--- config.mk ---
export PLATFORM = sky130hd
export DESIGN_NAME = host_dma_cmd_issuer
export DESIGN_NICKNAME = d
export VERILOG_FILES = /design/src/rtl/host_dma_cmd_issuer.sv
export SDC_FILE = /design/constraint.sdc
export NUM_CORES = 1
export LEC_CHECK = 0
export ABC_AREA = 1
export BUFFER_PORTS_ARGS = -buffer_cell sky130_fd_sc_hd__buf_2
export CAP_MARGIN = 40
export CORE_MARGIN = 4
export CORE_UTILIZATION = 40
export DETAILED_ROUTE_END_ITERATION = 10
export PLACE_DENSITY_LB_ADDON = 0.05
export SLEW_MARGIN = 20
export SYNTH_ARGS = -nofsm -noshare
export SYNTH_HDL_FRONTEND = slang
export SYNTH_SLANG_ARGS = --single-unit
--- constraint.sdc ---
create_clock -name clk_i -period 5 [get_ports clk_i]
set_clock_uncertainty 0.05 [all_clocks]
set_input_delay 0.25 -clock clk_i [delete_from_list [all_inputs] [get_ports clk_i]]
set_output_delay 0.25 -clock clk_i [all_outputs]
set_load 0.02 [all_outputs]
--- src/rtl/host_dma_cmd_issuer.sv ---
// rtl/host_dma_cmd_issuer.sv - DMA command issuer with ID pool, response matching and completion FIFO
module host_dma_cmd_issuer #(
  parameter int NumIds     = 8,
  parameter int IdWidth    = $clog2(NumIds),
  parameter int CmdIdWidth = 8,
  parameter int TagWidth   = 4
) (
  input  logic                  clk_i,
  input  logic                  rst_ni,
  input  logic                  req_valid_i,
  output logic                  req_ready_o,
  input  logic                  req_nic_to_host_i,
  input  logic [63:0]           req_host_addr_i,
  input  logic [31:0]           req_nic_addr_i,
  input  logic [31:0]           req_length_i,
  input  logic [TagWidth-1:0]   req_tag_i,
  output logic                  cmd_valid_o,
  input  logic                  cmd_ready_i,
  output logic [CmdIdWidth-1:0] cmd_id_o,
  output logic                  cmd_nic_to_host_o,
  output logic [63:0]           cmd_host_addr_o,
  output logic [31:0]           cmd_nic_addr_o,
  output logic [31:0]           cmd_length_o,
  input  logic                  cmd_resp_valid_i,
  input  logic [CmdIdWidth-1:0] cmd_resp_id_i,
  output logic                  cpl_valid_o,
  input  logic                  cpl_ready_i,
  output logic [TagWidth-1:0]   cpl_tag_o,
  output logic                  cpl_nic_to_host_o,
  output logic [IdWidth:0]      inflight_o,
  output logic                  err_o
);

  // ID bookkeeping: busy = allocated, pending = response seen but not yet popped
  logic [NumIds-1:0]   busy_q, pending_q, busy_d, pending_d;
  logic [TagWidth-1:0] tag_tbl_q [NumIds];
  logic [NumIds-1:0]   dir_tbl_q;

  // completion FIFO of IDs in response-arrival order
  logic [IdWidth-1:0]  fifo_q [NumIds];
  logic [IdWidth-1:0]  rd_ptr_q, wr_ptr_q;
  logic [IdWidth:0]    count_q;

  // command output register
  logic                cmd_valid_q;
  logic [IdWidth-1:0]  cmd_id_q;

  logic                any_free;
  logic [IdWidth-1:0]  alloc_id;
  logic                accept, push, pop, resp_in_range;
  logic [IdWidth-1:0]  resp_idx, head_id;
  logic [IdWidth:0]    inflight_cnt;

  // priority pick of the lowest-index free ID
  always_comb begin
    any_free = 1'b0;
    alloc_id = '0;
    for (int i = NumIds - 1; i >= 0; i--) begin
      if (!busy_q[i]) begin
        any_free = 1'b1;
        alloc_id = IdWidth'(i);
      end
    end
  end

  assign req_ready_o = rst_ni & any_free & (~cmd_valid_q | cmd_ready_i);
  assign accept      = req_valid_i & req_ready_o;

  // IDs wider than the pool index are out of range when any upper bit is set
  if (CmdIdWidth > IdWidth) begin : g_range
    assign resp_in_range = ~|cmd_resp_id_i[CmdIdWidth-1:IdWidth];
  end else begin : g_norange
    assign resp_in_range = 1'b1;
  end

  assign resp_idx = cmd_resp_id_i[IdWidth-1:0];
  // a response for an ID popped this same cycle still sees pending set and is rejected
  assign push     = cmd_resp_valid_i & resp_in_range & busy_q[resp_idx] & ~pending_q[resp_idx];
  assign head_id  = fifo_q[rd_ptr_q];
  assign pop      = cpl_valid_o & cpl_ready_i;

  assign cpl_valid_o       = (count_q != '0);
  assign cpl_tag_o         = tag_tbl_q[head_id];
  assign cpl_nic_to_host_o = dir_tbl_q[head_id];

  assign cmd_valid_o = cmd_valid_q;
  assign cmd_id_o    = CmdIdWidth'(cmd_id_q);

  // next-state of busy/pending; pop and accept never touch the same ID
  always_comb begin
    busy_d    = busy_q;
    pending_d = pending_q;
    if (pop) begin
      busy_d[head_id]    = 1'b0;
      pending_d[head_id] = 1'b0;
    end
    if (push) pending_d[resp_idx] = 1'b1;
    if (accept) busy_d[alloc_id] = 1'b1;
  end

  // number of allocated IDs
  always_comb begin
    inflight_cnt = '0;
    for (int i = 0; i < NumIds; i++) begin
      inflight_cnt = inflight_cnt + {{IdWidth{1'b0}}, busy_q[i]};
    end
  end
  assign inflight_o = inflight_cnt;

  // control state, command register and FIFO pointers
  always_ff @(posedge clk_i) begin
    if (!rst_ni) begin
      busy_q            <= '0;
      pending_q         <= '0;
      cmd_valid_q       <= 1'b0;
      cmd_id_q          <= '0;
      cmd_nic_to_host_o <= 1'b0;
      cmd_host_addr_o   <= '0;
      cmd_nic_addr_o    <= '0;
      cmd_length_o      <= '0;
      rd_ptr_q          <= '0;
      wr_ptr_q          <= '0;
      count_q           <= '0;
      err_o             <= 1'b0;
    end else begin
      busy_q    <= busy_d;
      pending_q <= pending_d;
      if (accept) begin
        cmd_valid_q       <= 1'b1;
        cmd_id_q          <= alloc_id;
        cmd_nic_to_host_o <= req_nic_to_host_i;
        cmd_host_addr_o   <= req_host_addr_i;
        cmd_nic_addr_o    <= req_nic_addr_i;
        cmd_length_o      <= req_length_i;
      end else if (cmd_ready_i) begin
        cmd_valid_q <= 1'b0;
      end
      if (push) wr_ptr_q <= wr_ptr_q + 1'b1;
      if (pop)  rd_ptr_q <= rd_ptr_q + 1'b1;
      count_q <= count_q + {{IdWidth{1'b0}}, push} - {{IdWidth{1'b0}}, pop};
      if (cmd_resp_valid_i && !push) err_o <= 1'b1;
    end
  end

  // per-ID request table and FIFO storage need no reset
  always_ff @(posedge clk_i) begin
    if (accept) begin
      tag_tbl_q[alloc_id] <= req_tag_i;
      dir_tbl_q[alloc_id] <= req_nic_to_host_i;
    end
    if (push) fifo_q[wr_ptr_q] <= resp_idx;
  end

  // the FIFO is as deep as the ID pool, so a push can never find it full
  always_ff @(posedge clk_i) begin
    if (rst_ni && push) assert (count_q != (IdWidth + 1)'(NumIds));
  end

endmodule

== Word-level counts from Yosys, hierarchy flattened ==
Memories as Yosys holds them, arrays and structs flattened. A register that Yosys moved wholly into a read port is not among the register bits.
Index checks and enable logic that the tools add are counted.

* Add/subtract/negate cells: 11
* $lt $le $gt $ge: 6
* Muxes and demuxes: 41
* Bitwise gates (word level): 15
* Reductions and logical operators: 9

{| class="wikitable"
|+ Operators with widths
! cell !! number
|-
| 8-bit two-way mux || 4
|-
| 3-bit two-way mux || 10
|-
| 4-bit by 1-bit adder with 4-bit output || 5
|-
| 1-bit two-way mux || 20
|-
| 8-bit bitwise AND || 2
|-
| 8-bit OR || 2
|-
| 3-bit by 4-bit less-than comparator with 1-bit output, second input constant || 3
|-
| 1-bit binary-select mux with 3-bit select || 3
|-
| 1-bit demux with 3-bit select || 3
|-
| 3-bit by 1-bit greater-or-equal comparator with 1-bit output, second input constant || 3
|-
| 8-bit bitwise mux || 1
|-
| 8-bit NOT || 1
|-
| 1-bit bitwise AND || 7
|-
| 3-bit by 1-bit adder with 3-bit output, second input constant || 2
|-
| 5-bit OR reduction || 1
|-
| 3-bit by 1-bit adder with 4-bit output || 1
|-
| 1-bit logical AND || 4
|-
| 4-bit nonzero test || 1
|-
| 4-bit by 1-bit subtractor with 4-bit output || 1
|-
| 2-bit by 1-bit adder with 3-bit output || 1
|-
| 1-bit by 1-bit adder with 2-bit output || 1
|-
| 1-bit logical NOT || 2
|-
| 1-bit NOT || 2
|-
| 2-bit nonzero test || 1
|-
| 1-bit OR || 1
|}

* Bits in registers: 168
* RAM bits: 56
* Input port bits: 147
* Output and inout bits: 150
* Word-level logic and storage cells: 97
* Memories: 2

{| class="wikitable"
|+ Memories
! name !! depth !! width !! rd ports !! clocked after memory_dff !! wr ports !! RTL line !! source
|-
| tag_tbl_q || 8 || 4 || 1 || 0 || 1 || 36 || <nowiki>logic [TagWidth-1:0] tag_tbl_q [NumIds];</nowiki>
|-
| fifo_q || 8 || 3 || 1 || 1 || 1 || 40 || <nowiki>logic [IdWidth-1:0] fifo_q [NumIds];</nowiki>
|}

== Depth between registers and ports, before layout ==
* Depth after elaboration: 14
* Gate-level depth with buffers: 14
* Mapped depth without buffers: 14

== Worst setup path before layout ==
OpenSTA, ideal clock, no wires.

* Kind: register to output
* From: register busy_q[1]
* To: output inflight_o[2]
* Data arrival time: 2769 ps
* Required time: 4700 ps
* Path slack: 1931 ps
* Stages on the path, launching flop included: 10
* Path buffers: 0
* Cells stage by stage: dfxtp_1 > fa_1 > inv_1 > fa_1 > fa_1 > inv_1 > ha_1 > inv_1 > fa_1 > xnor2_1

* Longest elaborated chain between the ends: 7

{| class="wikitable"
|+ Ends and longest elaborated chain
! element !! RTL line !! source
|-
| start, declared || 35 || <nowiki>logic [NumIds-1:0] busy_q, pending_q, busy_d, pending_d;</nowiki>
|-
| start signal, assigned || 126 || <nowiki>busy_q <= busy_d;</nowiki>
|-
| 1-bit by 1-bit adder with 2-bit output || 105 || <nowiki>inflight_cnt = inflight_cnt + {{IdWidth{1'b0}}, busy_q[i]};</nowiki>
|-
| 2-bit by 1-bit adder with 3-bit output || 105 ||
|-
| 3-bit by 1-bit adder with 4-bit output || 105 ||
|-
| 4-bit by 1-bit adder with 4-bit output (4 in series) || 105 ||
|-
| end, declared || 30 || <nowiki>output logic [IdWidth:0] inflight_o,</nowiki>
|}

No other way between the ends.

== Final worst setup path ==
* From: register busy_q[0]
* To: output inflight_o[2]

Same word-level chain as after synthesis.

==> metrics <==
Tcrit/Tclk final=74.4%; Setup TNS=0 ns; most frequent cells after synthesis=nor2_1, dfxtp_1, nand2_1; status=completed; Slew headroom=about 48%; drt first pass iters=5; routed len/inst=about 15 microns; share of the synthesized area in the top cell type=35.6%; most frequent cell after synthesis=nor2_1; IO buf count=between 200 and 300; CTS Buffer Depth=3; WHS=0.0243 ns; CTS tree=built; Arr. time, crit path=3.42 ns; max_cap viols=0; FFs w/ async S/R, synth=0%; initial core utilization=around 41%; CP Max Fanout=9; Peak Freq=269 MHz; CP Launch Type=flop; share of layout cells above drive strength 1=~22%; WS Path Type=flop to output port; post-detail-place hpwl=~19 mm; CTS Buf Count=25; post-route cell area=roughly 13000 sq um; initial antenna violation count=1; Hold Crit Class=input port to flop; drt drc=0; antenna viol nets, final=0; main flop type after synthesis=dfxtp_1; Clock Sinks=around 230; Place WS=between 1.5 and 2 ns; Slew Limit Fails=0; Die H=about 160 microns; syn avg cell area=roughly 8.2 sq um; clk slew on worst S/H paths=0.06 ns; nets@finish=approximately 1700; # resized after CTS=0; Total Power=a little under 0.005 W; H-tree levels=1; via count=8522; sequential share of the synthesized area=56.6%; die area=between 20000 and 30000 sq um; largest net degree at the start of global routing=85; vias in the first global route=approximately 8400; total congestion overflow=0; warning count from the yosys run=0; CP Data Required Time=~4.7 ns; Placed Area=about 11000 sq um; final setup violation count=0; io pins=297; global-route wire length before repair=roughly 44 mm; P&R area growth vs syn=40.6%; Core ar.=between 20000 and 25000 sq um; vias per cell=about 4.7; Final min period=between 3 and 4 ns; #FFs+latches synth=227; Placer Congestion=0.837; Clock Tree Root=clkbuf_16; Site Rows=between 50 and 60; EDFF count, synth=64; synthesized area=approximately 9000 sq um; die width=159 microns; Area contributors post-synth=dfxtp_1, edfxtp_1, nor2_1, o21ai_0, nand2_1; Cells after Synth=approximately 1100; RSZ-0062 raised after global routing=false; VDD IR-drop max=between 0.0002 and 0.00025 V; Routed WL=27.5 mm; Final Hold Viols=0; DR iter-0 viols=around 470; clock latency at the later pin of the worst-skew pair=roughly 0.52 ns; final worst slack=about 1.3 ns; Static Leak=about 6.3 nW; Crit. End Element=output port; post-synth top area cell=dfxtp_1; Least-Margin Pin Slew=between 0.7 and 0.8 ns; post-synth cell types=28; Total GRT Usage=a little over a fifth; pwr dens=377 nW/um^2
[path summary, 6_finish.rpt]
kind / startpoint / end / slack [ns] / cells past startpoint
setup reg to reg: busy_q[0]$_SDFF_PN0_ / count_q[2]$_SDFF_PN0_ / 2.30 / 12
hold / removal: req_nic_to_host_i / dir_tbl_q[6]$_DFFE_PP_ / 0.02 / 1
setup / recovery: busy_q[0]$_SDFF_PN0_ / inflight_o[2] / 1.28 / 10
hold reg to reg: pending_q[0]$_SDFF_PN0_ / pending_q[0]$_SDFF_PN0_ / 0.41 / 2
[area by class of cell]
| cell class | instances | area [sq um] |
|---|---|---|
| clock buffers | 33 | 656 |
| diodes | 1 | 2.50 |
| well taps | 285 | 357 |
| repair buffers | 432 | 2910 |
| clock inverters | 13 | 83.8 |
| fillers | 2099 | 9700 |
| flip-flops and latches | 227 | 5180 |
| inverters | 125 | 472 |
| multi-input cells | 706 | 3210 |
[timing repair]
action / CTS / global route
hold buffers: 134 / 0
buffers inserted: 0 / 0
hold endpoints to repair: 162 / 0
[sequential cells by signal, indices dropped and copies added, names as in the netlist, named ones only]
register and flops:
cmd_host_addr_o 64, cmd_length_o 32, cmd_nic_addr_o 32, tag_tbl_q 32, fifo_q 24, busy_q 8
dir_tbl_q 8, pending_q 8, count_q 4, cmd_id_q 3, rd_ptr_q 3, wr_ptr_q 3
cmd_nic_to_host_o 1, cmd_valid_o 1, err_o 1
[critical path, stage by stage, from the launching register on]
cell	delay [ns]
dfxtp_1	0.40
fa_1	0.57
inv_1	0.05
fa_1	0.49
fa_1	0.41
inv_1	0.06
ha_1	0.16
inv_1	0.06
fa_1	0.37
xnor2_1	0.14
buf_2	0.20
[layout by cell type, fill, tap and decap left out, types with 8 or more instances in the layout]
| cell | netlist | final |
|---|---|---|
| edfxtp_1 | 64 | 64 |
| nand3_1 | 59 | 59 |
| clkbuf_16 | 0 | 25 |
| inv_1 | 122 | 122 |
| nor2_2 | 8 | 8 |
| dfxtp_1 | 163 | 163 |
| clkinv_1 | 0 | 8 |
| a21oi_1 | 26 | 26 |
| clkbuf_1 | 25 | 8 |
| dlygate4sd3_1 | 0 | 134 |
| nor3_1 | 9 | 9 |
| ha_1 | 10 | 10 |
| nor2_1 | 280 | 280 |
| o21ai_0 | 138 | 138 |
| buf_2 | 16 | 290 |
| nand2_1 | 148 | 148 |
[cells by family (layout without fill, tap and decap cells)]
| family | after synthesis | count (layout) | share of synthesized area (%) |
|---|---|---|---|
| adders and majority gates | 15 | 15 | 2.46 |
| DFF | 227 | 227 | 56.6 |
| and+or+nand+nor | 515 | 515 | 22.8 |
| AOI/OAI and AO/OA | 169 | 169 | 9.38 |
| xor gates and xnor gates | 2 | 2 | 0.191 |
| buffers and inverters | 184 | 603 | 8.54 |
| other | 1 | 6 | 0.0409 |
[power by group]
group          internal, W  leakage [nW]  switching [W]
logic             0.000399          4.02       0.000701
clock network     0.000970         0.360       0.000721
registers          0.00200          1.92      0.0000671
total              0.00336          6.30        0.00149
[metal layers]
metal | up-vias | GRT usage [%] | wire (microns)
li1 | 4315 | - | -
met4 | 0 | 6.47 | 811
met3 | 51 | 5.90 | 1860
met5 | - | 0 | 0
met2 | 227 | 36.5 | 13700
met1 | 3929 | 24.8 | 11100
[per-stage QoR]
step,utilization (%),instances
final,57.0,1822
after CTS,57.0,1820
after floorplan,-,1117
after detailed placement,47.7,1640
after global placement,47.4,1637
after global routing,57.0,1822
No activity file was read; power rests on OpenSTA's default activity.
